## src/rtl/board_rx_ctrl.sv

```systemverilog
// Receive sequencer for one serial game-board frame: grants the link,
// strobes the bit-capture datapath, holds the finished board until it is
// acknowledged, and flags aborts (request dropped or sender stalled).
module board_rx_ctrl #(
  parameter int unsigned BOARD_BITS = 256,
  parameter int unsigned IDX_W      = 8,
  parameter int unsigned TIMEOUT    = 16,
  parameter int unsigned CNT_W      = 8
) (
  input  logic             clk,
  input  logic             reset,
  input  logic             tx_req,
  input  logic             tx_valid,
  output logic             tx_grant,
  output logic             cap_en,
  output logic [IDX_W-1:0] cap_idx,
  output logic             board_valid,
  input  logic             board_ack,
  output logic             err,
  output logic [CNT_W-1:0] frame_cnt,
  output logic             busy
);

  localparam int unsigned      ST_W      = $clog2(TIMEOUT + 1);
  localparam logic [IDX_W-1:0] LAST_IDX  = IDX_W'(BOARD_BITS - 1);
  localparam logic [ST_W-1:0]  STALL_MAX = ST_W'(TIMEOUT);

  typedef enum logic [1:0] {
    IDLE = 2'd0,
    RECV = 2'd1,
    DONE = 2'd2
  } state_e;

  state_e           state_q, state_d;
  logic [IDX_W-1:0] bit_cnt_q, bit_cnt_d;
  logic [ST_W-1:0]  stall_q, stall_d;
  logic [ST_W-1:0]  stall_inc;
  logic [CNT_W-1:0] frame_cnt_q, frame_cnt_d;
  logic             err_q, err_d;
  logic             grant_q, valid_q, busy_q;
  logic             cap_en_c;

  // Capture strobe is combinational so the datapath writes the bit in the same cycle it is driven.
  assign cap_en_c  = (state_q == RECV) & tx_req & tx_valid;
  assign stall_inc = stall_q + ST_W'(1);

  // Next-state, bit/stall counters, completion count and abort detection.
  always_comb begin
    state_d     = state_q;
    bit_cnt_d   = bit_cnt_q;
    stall_d     = stall_q;
    frame_cnt_d = frame_cnt_q;
    err_d       = 1'b0;
    case (state_q)
      IDLE: begin
        bit_cnt_d = '0;
        stall_d   = '0;
        if (tx_req) begin
          state_d = RECV;
        end
      end
      RECV: begin
        if (!tx_req) begin
          // Sender released the link mid-frame; partial bits are left in place.
          state_d   = IDLE;
          err_d     = 1'b1;
          bit_cnt_d = '0;
          stall_d   = '0;
        end else if (tx_valid) begin
          stall_d = '0;
          if (bit_cnt_q == LAST_IDX) begin
            state_d     = DONE;
            bit_cnt_d   = '0;
            frame_cnt_d = frame_cnt_q + CNT_W'(1);
          end else begin
            bit_cnt_d = bit_cnt_q + IDX_W'(1);
          end
        end else begin
          stall_d = stall_inc;
          if (stall_inc == STALL_MAX) begin
            state_d   = IDLE;
            err_d     = 1'b1;
            bit_cnt_d = '0;
            stall_d   = '0;
          end
        end
      end
      DONE: begin
        if (board_ack) begin
          state_d = IDLE;
        end
      end
      default: begin
        state_d   = IDLE;
        bit_cnt_d = '0;
        stall_d   = '0;
      end
    endcase
  end

  // State and counter registers.
  always_ff @(posedge clk or posedge reset) begin
    if (reset) begin
      state_q     <= IDLE;
      bit_cnt_q   <= '0;
      stall_q     <= '0;
      frame_cnt_q <= '0;
      err_q       <= 1'b0;
    end else begin
      state_q     <= state_d;
      bit_cnt_q   <= bit_cnt_d;
      stall_q     <= stall_d;
      frame_cnt_q <= frame_cnt_d;
      err_q       <= err_d;
    end
  end

  // Registered state decodes, loaded from the next state so they align with state_q.
  always_ff @(posedge clk or posedge reset) begin
    if (reset) begin
      grant_q <= 1'b0;
      valid_q <= 1'b0;
      busy_q  <= 1'b0;
    end else begin
      grant_q <= (state_d == RECV);
      valid_q <= (state_d == DONE);
      busy_q  <= (state_d != IDLE);
    end
  end

  assign tx_grant    = grant_q;
  assign cap_en      = cap_en_c;
  assign cap_idx     = bit_cnt_q;
  assign board_valid = valid_q;
  assign err         = err_q;
  assign frame_cnt   = frame_cnt_q;
  assign busy        = busy_q;

endmodule

```

## config.mk

```make
export PLATFORM = sky130hd
export DESIGN_NAME = board_rx_ctrl
export DESIGN_NICKNAME = d
export VERILOG_FILES = /design/src/rtl/board_rx_ctrl.sv
export SDC_FILE = /design/constraint.sdc
export NUM_CORES = 1
export LEC_CHECK = 0
export ABC_AREA = 1
export BUFFER_PORTS_ARGS = -buffer_cell sky130_fd_sc_hd__buf_2
export CAP_MARGIN = 15
export CORE_MARGIN = 4
export CORE_UTILIZATION = 49
export DETAILED_ROUTE_END_ITERATION = 8
export PLACE_DENSITY = 0.71
export SYNTH_ARGS = -nofsm -noshare
export SYNTH_HDL_FRONTEND = slang
export SYNTH_SLANG_ARGS = --single-unit
```

## constraint.sdc

```tcl
create_clock -name clk -period 1.55 [get_ports clk]
set_input_delay 0.0775 -clock clk [delete_from_list [all_inputs] [get_ports clk]]
set_output_delay 0.0775 -clock clk [all_outputs]
set_load 0.02 [all_outputs]
```

Word level (Yosys, flattened, before mapping)
Index checks and enable logic that the tools add are counted.
{"block": "classes", "bitwise_logic": 3, "muxes": 20, "reduce_logical": 4, "eq_ne": 7, "addsub": 3}
{"cell": "8-bit 2-to-1 mux", "count": 4}
{"cell": "8-bit by 1-bit adder with 8-bit output (second input constant)", "count": 2}
{"cell": "8-bit case mux with 2 select lines", "count": 1}
{"cell": "5-bit 2-to-1 mux", "count": 3}
{"cell": "2-bit 2-to-1 mux", "count": 6}
{"cell": "5-bit case mux with 2 select lines", "count": 1}
{"cell": "8-bit == test (second input constant)", "count": 1}
{"cell": "2-bit case mux with 3 select lines", "count": 1}
{"cell": "5-bit by 1-bit adder with 5-bit output (second input constant)", "count": 1}
{"cell": "5-bit == test (second input constant)", "count": 1}
{"cell": "2-bit by 1-bit == test with 1-bit output (second input constant)", "count": 2}
{"cell": "2-bit == test (second input constant)", "count": 2}
{"cell": "1-bit 2-to-1 mux", "count": 4}
{"cell": "4-bit by 3-bit inequality test with 1-bit output (second input constant)", "count": 1}
{"cell": "4-bit AND reduction", "count": 1}
{"cell": "1-bit bitwise AND", "count": 2}
{"cell": "2-bit zero test", "count": 1}
{"cell": "2-bit AND reduction", "count": 1}
{"cell": "2-bit nonzero test", "count": 1}
{"cell": "1-bit inverter", "count": 1}
{"block": "word_totals", "regBits": 27, "in_bits": 5, "word_cells": 45, "output_inout_bits": 21}

Longest topological paths before layout
Gate-level depths: netlist (run 1).
{"block": "logic_depth", "ltp_word": 7, "ltp_mapped": 10, "ltp_nobuf": 10}

Worst setup path before layout (run 1)
OpenSTA, ideal clock, no wires.
{"block": "synth_timing", "kind": "reg-to-reg", "from": "register bit_cnt_q[0], in the netlist cap_idx[0]", "to": "register frame_cnt_q[1], in the netlist frame_cnt[1]", "arrival_ps": 1518, "path_slack_ps": -93, "period_less_slack_ps": 1643, "n_path_buf": 0, "setup_ps": 125, "path_stages_with_launch": 7, "cell_sequence": "dfrtp_1 -> ha_1 -> nand2_1 -> nor2_2 -> nand2_4 -> nor2_8 -> mux2_2"}
{"block": "synth_via", "elab_chain_len": 2}
{"item": "start, declared", "line_no": "35", "text": "logic [IDX_W-1:0] bit_cnt_q, bit_cnt_d;"}
{"item": "start signal, assigned", "line_no": "111", "text": "bit_cnt_q <= bit_cnt_d;"}
{"item": "8-bit == test", "line_no": "71", "text": "if (bit_cnt_q == LAST_IDX) begin"}
{"item": "4-bit AND reduction (no line)"}
{"item": "end signal, assigned", "line_no": "113", "text": "frame_cnt_q <= frame_cnt_d;"}
{"item": "end, declared", "line_no": "38", "text": "logic [CNT_W-1:0] frame_cnt_q, frame_cnt_d;"}
No other way between the ends.
A chain may end at the register's enable or synchronous reset.

Final worst setup path (run 1)
{"block": "layout_timing", "from": "register bit_cnt_q[1], in the netlist cap_idx[1]", "to": "register frame_cnt_q[1], in the netlist frame_cnt[1]"}
Same word-level chain as after synthesis.

==> reports/results.md, run 1 <==
* finished clean — run status
* 74.7% — worst-case headroom to the max-slew limit
* 1.78 ns — worst endpoint required time
* 0 — final setup violation count
* 27 — clk sinks
* 62.7 um — die outline height
* 0.00464 ns — Layout Skew
* 3 — Hold Path Depth
* 0.15 ns — clock-pin slew of the registers on the worst-case setup and hold paths
* flop — Worst Setup End Kind
* 29.0% — ratio of cells with drive above 1 in the final layout
* 12.3 um — post-DR wirelength/cell
* 95.1% — Tcrit/Tclk final
* 2.70% — met3 track demand over resource
* met2 — busiest grt layer
* 0.00146 mm2 — area of the mapped netlist
* 0.893 — final estimated routing congestion in global placement
* cap_idx[5] — Hold EP
* input pin to flop — type of the tightest min-delay check
* 1182 — via count of the first global-routing pass
* 0 — remaining global-route overflow
* 679 mW/mm2 — P per Cell Area
* cap_idx[1] — reg2reg start
* 24.9% — met2 global-route usage
* 21.0% — layout-stage area growth over the synthesis result
* 25 — quantity of I/O buffers inserted on ports
* 1.47 ns — shortest period the worst path allows
* 6 — Max FO, Critical Path
* 8.27 um2 — average cell area after synthesis
* 3.85% — share of the synthesized area in compound gates (AO/OA/AOI/OAI)
* 28 — largest net degree at the start of global routing
* frame_cnt[1] — endpoint of the worst-slack reg-to-reg timing path
* 5.38% — post-synthesis share of cell area spent on xor and xnor gates
* yes — TritonCTS clock tree
* 44 x sky130_fd_sc_hd__nand2_1, 26 x sky130_fd_sc_hd__inv_1, 25 x sky130_fd_sc_hd__dfrtp_1, 25 x sky130_fd_sc_hd__buf_2, 16 x sky130_fd_sc_hd__nand3_1 — commonest cells after routing, fill and taps aside
* 0.32 ns — clock latency reported for the late side of the worst-skew pair
* 0 — number of nets still failing antenna checks after routing
* 0 — number of max-capacitance violations reported
* 19 — Row Count
* 728 um2 — area used by multi-input combinational logic
* 0.00120 W — total design power
* 0.769% — portion of netlist area occupied by mux cells
* 0 — Ys Warns
* 0 — initial antenna violation count
* 0.678 GHz — peak clock frequency supported by timing
* sky130_fd_sc_hd__dfrtp_1 — leading area contributor after synthesis
* 52.2% — effective utilization at floorplan
* simple AND/OR/NAND/NOR gates — main combinational cell family by area after synthesis
* 0 — final hold viol count
* 5.09 — DR vias/cell
* 678 um2 — sequential standard cell area
* flop — nature of the critical path startpoint
* 3 — CTS buffer count
* 177 — number of standard cells after synthesis
* 245 — number of inserted filler cells in the final layout
* 1.71 ns — data arrival time of the critical path
* 0.376 ns — Worst Tran Pin Value
* 223 — nets@finish
* 0.00393 mm2 — die area
* 6 — number of cells on the worst reg-to-reg path
* true — unrepaired setup endpoints after global routing
* sky130_fd_sc_hd__nand2_1 — leading cell type in the layout, fill and taps excluded
* 46.2% — share of the synthesized area in the top cell type
* 0 — pins over their slew limit
* 0.464 mV — largest vdd supply drop
* 0 ns — final-layout setup total negative slack
* tx_req — hold path startpoint
* 0 — DR DRC count
* flop to flop — Setup Crit Path Kind
* 2250 um — total half-perimeter wirelength after legalization and detailed placement
* 42 — Iter 0 DRT Violations
* 23 — unique cell type count in the Yosys netlist
* 1247 — vias after detailed routing
* 2 — maximum clock path buffer count
* 185 — Post-Synthesis Net Count
* 3010 um — Post-Route WL
* 0.00281 mm2 — area of the core
* 0.08 ns — minimum setup slack among reg-to-reg paths
* 46.2% — proportion of synthesized chip area in sequential cells
* sky130_fd_sc_hd__dfrtp_1 46%, sky130_fd_sc_hd__nand2_1 13%, sky130_fd_sc_hd__inv_1 6.9% — biggest area contributors in the synthesized netlist
* 5220 um — wire length of the first global-routing pass
* 22.7% — met1 demand-to-capacity share in global routing
* 2.56% — adder-cell share of the synthesized area
* 26 — num ports
* 62.7 um — horizontal die dimension
* 4 — number of iterations in the first detailed-routing pass
* 27 — flop and latch count out of synthesis
* 1 — number of H-tree levels
* 1.04 nW — Leakage
* 0 — n_diodes
* 16.3% — global router's overall resource usage
* sky130_fd_sc_hd__clkbuf_4 — root buffer selected by CTS
* 33.8% — Simple-Gate Fraction of Synth Area
routing by layer:
layer  part of all wire (%)  wire, um
met1                     45      1370
met2                     49      1480
met3                    4.1       123
met4                    1.1        34
met5                      0         0
logic make-up (layout without fill, tap and decap cells):
logic type                 count (synthesis)  count (layout)
AOI/OAI and AO/OA                         10              10
xor gates and xnor gates                   9               9
adders and majority gates                  3               3
buffers and inverters                     28              65
DFF                                       27              27
muxes                                      1               1
and+or+nand+nor                           99              99
synthesized netlist by cell type (all sizes together):
library cell,instances
o21ai,5
nor4,1
nand2,54
buf,1
a32o,1
a21oi,3
nand3,18
nor3,1
nor3b,1
inv,27
dfrtp,27
nor2,16
xnor2,1
xor2,8
o22ai,1
nand4,8
ha,3
mux2,1
registers in the layout (all words and copies together), names as in the netlist:
name         cells
stall_q          5
err              1
busy             1
frame_cnt        8
board_valid      1
cap_idx          8
tx_grant         1
state_q          2
per-stage QoR:
step                instances  utilization (%)  worst slack, ns  cell area (um2)  hold slack [ns]
CTS                       243             61.3           0.0117             1720           0.0750
finish                    245             63.2           0.0758             1770           0.0883
floorplan                 177                -           0.0335             1480            0.130
global placement          238             59.9           0.0914             1680            0.144
detailed placement        238             59.9           0.0325             1680            0.155
global route              245             63.2          -0.0577             1770           0.0704
where the power goes:
part / internal, W / switching, W / leakage (nW) / total [W]
Combinational: 0.0000473 / 0.000102 / 0.676 / 0.000149
Clock: 0.0000986 / 0.000218 / 0.0139 / 0.000317
Sequential: 0.000724 / 0.0000129 / 0.352 / 0.000737
critical path: stages, from the launching register on:
cell	delay (ns)
sky130_fd_sc_hd__dfrtp_2	0.43
sky130_fd_sc_hd__ha_4	0.15
sky130_fd_sc_hd__nand2_1	0.07
sky130_fd_sc_hd__nor2_2	0.12
sky130_fd_sc_hd__nand2_4	0.10
sky130_fd_sc_hd__nor2_8	0.16
sky130_fd_sc_hd__mux2_2	0.35
layout make-up:
| type | instances | area share (%) |
|---|---|---|
| timing repair buffer | 34 | 11.0 |
| inverter | 27 | 5.72 |
| multi-input combinational | 122 | 41.1 |
| sequential | 27 | 38.3 |
| clock inverter | 1 | 0.424 |
| tap | 31 | 2.19 |
| clock buffer | 3 | 1.27 |
worst max-delay path by stage:
| stage | startpoint | to |
|---|---|---|
| 6_report | cap_idx[1] | frame_cnt[1] |
| 5_1_grt | stall_q[1] | cap_idx[7] |
| 4_1_cts | stall_q[1] | cap_idx[7] |
| 3_5_place_dp | stall_q[1] | cap_idx[7] |
| 3_3_place_gp | cap_idx[0] | frame_cnt[1] |
| 2_1_floorplan | cap_idx[0] | frame_cnt[1] |
timing repair:
item                       4_1_cts  5_1_grt
hold buffers                     1        0
hold endpoints to repair        27        0
buffers inserted                 0        2
setup endpoints to repair        0       16
gates resized for setup          0       11
Note: power is estimated with default switching activity, not from simulation.
==> run 2, diff against run 1 <==
--- a/config.mk
+++ b/config.mk
@@ -12,6 +12,7 @@
 export CORE_UTILIZATION = 49
 export DETAILED_ROUTE_END_ITERATION = 8
 export PLACE_DENSITY = 0.71
+export RECOVER_POWER = 25
 export SYNTH_ARGS = -nofsm -noshare
 export SYNTH_HDL_FRONTEND = slang
 export SYNTH_SLANG_ARGS = --single-unit
==> run 2 against run 1 <==
Net effect: worst hold slack unchanged; count of clock-buffer cells in the layout unchanged; die area unchanged; clock skew about the same; clock power about the same; routed wire length about the same; utilization decreased by 0.089 points; via count unchanged; non-clock buffer count unchanged; sequential power about the same; critical path depth unchanged; sequential share of layout area increased by 0.054 points; largest power group unchanged.
==> reports/results.md, run 2 (synthesized netlist as in run 1, its figures left out) <==
* 28 — largest net degree at the start of global routing, unchanged
* 0.00469 ns — Layout Skew, was 0.00464 ns
* 0.00281 mm2 — area of the core, unchanged
* true — unrepaired setup endpoints after global routing, unchanged
* 0.00120 W — total design power, about the same
* 0.00393 mm2 — die area, unchanged
* 0.32 ns — clock latency reported for the late side of the worst-skew pair, about the same
* 0 — initial antenna violation count, unchanged
* frame_cnt[1] — capture point of the worst path, unchanged
* 2250 um — total half-perimeter wirelength after legalization and detailed placement, unchanged
* 1 — number of H-tree levels, unchanged
* 4 — number of iterations in the first detailed-routing pass, unchanged
* yes — TritonCTS clock tree, unchanged
* 0.464 mV — largest vdd supply drop, about the same
* 3 — CTS buffer count, unchanged
* 1.47 ns — shortest period the worst path allows, unchanged
* 1.04 nW — Leakage, about the same
* cap_idx[1] — launch point of the critical path, unchanged
* 0.670 ns — Worst Tran Pin Value, was 0.376 ns
* 5.09 — DR vias/cell, unchanged
* 0 — pins over their slew limit, unchanged
* 0.0325 ns — worst-case setup slack after placement, unchanged
* 27 — clk sinks, unchanged
* 0.893 — final estimated routing congestion in global placement, unchanged
* 0 — n_diodes, unchanged
* 44 x sky130_fd_sc_hd__nand2_1, 26 x sky130_fd_sc_hd__inv_1, 25 x sky130_fd_sc_hd__dfrtp_1, 25 x sky130_fd_sc_hd__buf_2, 16 x sky130_fd_sc_hd__nand3_1 — commonest cells after routing, fill and taps aside, unchanged
* 16.3% — global router's overall resource usage, unchanged
* flop — Worst Setup End Kind, unchanged
* 62.7 um — die outline height, unchanged
* 1.71 ns — data arrival time of the critical path, about the same
* 245 — number of inserted filler cells in the final layout, unchanged
* 0 — number of max-capacitance violations reported, unchanged
* sky130_fd_sc_hd__clkbuf_4 — root buffer selected by CTS, unchanged
* 12.3% — combinational power share, was 12.4%
* 25 — quantity of I/O buffers inserted on ports, unchanged
* frame_cnt[1] — endpoint of the worst-slack reg-to-reg timing path, unchanged
* 238 — cell total after placement, unchanged
* 0.0883 ns — WHS, unchanged
* sky130_fd_sc_hd__nand2_1 — leading cell type in the layout, fill and taps excluded, unchanged
* 95.1% — Tcrit/Tclk final, unchanged
* 2 — maximum clock path buffer count, unchanged
* 0.000333 W — switching pwr, about the same
* flop to flop — Setup Crit Path Kind, unchanged
* 1182 — via count of the first global-routing pass, unchanged
* finished clean — run status, unchanged
* 0 — number of nets still failing antenna checks after routing, unchanged
* 0 — final hold viol count, unchanged
* 26.3% — Clk network pwr share, about the same
* 5220 um — wire length of the first global-routing pass, unchanged
* 0 — final setup violation count, unchanged
* 52.2% — effective utilization at floorplan, unchanged
* 62.7 um — horizontal die dimension, unchanged
* 680 mW/mm2 — P per Cell Area, was 679 mW/mm2
* 42 — Iter 0 DRT Violations, unchanged
* 19 — Row Count, unchanged
* 0 ns — final-layout setup total negative slack, unchanged
* 61.3% — proportion of power drawn by flip-flops and latches, about the same
* 0 — remaining global-route overflow, unchanged
* 6 — Max FO, Critical Path, unchanged
* 0.15 ns — clock-pin slew of the registers on the worst-case setup and hold paths, about the same
* 1.78 ns — worst endpoint required time, about the same
* 20.9% — layout-stage area growth over the synthesis result, was 21.0%
* 26 — num ports, unchanged
* 27.7% — fraction of power spent switching nets, about the same
* 55.3% — worst-case headroom to the max-slew limit, was 74.7%
* flop — nature of the critical path startpoint, unchanged
* 29.0% — ratio of cells with drive above 1 in the final layout, unchanged
* 0.0758 ns — Worst Slack Setup Final, unchanged
* 0.000869 W — cell internal pwr, was 0.000870 W
* 245 — count of non-filler cells in the finished layout, unchanged
* 0.08 ns — minimum setup slack among reg-to-reg paths, about the same
* 12.3 um — post-DR wirelength/cell, about the same
* input pin to flop — type of the tightest min-delay check, unchanged
* 3000 um — Post-Route WL, was 3010 um
* 1247 — vias after detailed routing, unchanged
* 6 — number of cells on the worst reg-to-reg path, unchanged
* 223 — nets@finish, unchanged
* cap_idx[1] — reg2reg start, unchanged
* 0.678 GHz — peak clock frequency supported by timing, unchanged
* 0 — DR DRC count, unchanged
run 2: cell types whose count changed in the layout (fill, tap and decap cells not counted), sizes merged:
cell,before,now
buf,33,32
clkbuf,3,4
run 2: area by class of cell:
class | count | area, um2 | area share, %
clock buffers | 3 | 22.5 | 1.27
clock inverters | 1 | 7.51 | 0.424
inverters | 27 | 101 | 5.73
multi-input cells | 122 | 728 | 41.2
flip-flops and latches | 27 | 678 | 38.3
well taps | 31 | 38.8 | 2.19
repair buffers | 34 | 193 | 10.9
run 2: how the worst min path moves through the flow:
stage,from,to,slack [ns],depth (start not counted)
floorplan,reset,board_valid,0.13,1
global placement,reset,busy,0.14,3
detailed placement,reset,frame_cnt[7],0.16,3
CTS,tx_valid,cap_idx[3],0.07,3
global route,tx_valid,cap_idx[2],0.07,3
finish,tx_req,cap_idx[5],0.09,3
run 2: timing repair:
item,in CTS,in global routing
buffers inserted,0,2
endpoints found under the hold margin,27,0
hold buffers,1,0
resized for setup,0,11
setup endpoints to repair,0,16
run 2: worst max-delay path, stage by stage (launching register included):
cell                      delay (ns)
sky130_fd_sc_hd__dfrtp_2        0.43
sky130_fd_sc_hd__ha_4           0.15
sky130_fd_sc_hd__nand2_1        0.07
sky130_fd_sc_hd__nor2_2         0.12
sky130_fd_sc_hd__nand2_4        0.10
sky130_fd_sc_hd__nor2_8         0.16
sky130_fd_sc_hd__mux2_2         0.35
run 2: routing by layer:
| metal | global-route usage (%) | vias up | routed length, um |
|---|---|---|---|
| li1 | - | 637 | - |
| met1 | 22.7 | 582 | 1370 |
| met2 | 24.9 | 26 | 1480 |
| met3 | 2.70 | 2 | 123 |
| met4 | 7.16 | 0 | 34 |
| met5 | 0 | - | 0 |
run 2: power by group through the flow:
stage,combinational [W],sequential (W),clock (W)
after global routing,0.000166,0.000741,0.000368
after floorplan,0.0000712,0.000770,0
after detailed placement,0.000138,0.000752,0
after global placement,0.000136,0.000752,0
final,0.000148,0.000737,0.000317
after CTS,0.000140,0.000739,0.000320
run 2: per-stage QoR:
step                      utilization [%]  instance area (um2)
final                                63.1                 1770
after global routing                 63.1                 1770
after CTS                            61.3                 1720
after detailed placement             59.9                 1680
after global placement               59.9                 1680
after floorplan                         -                 1480
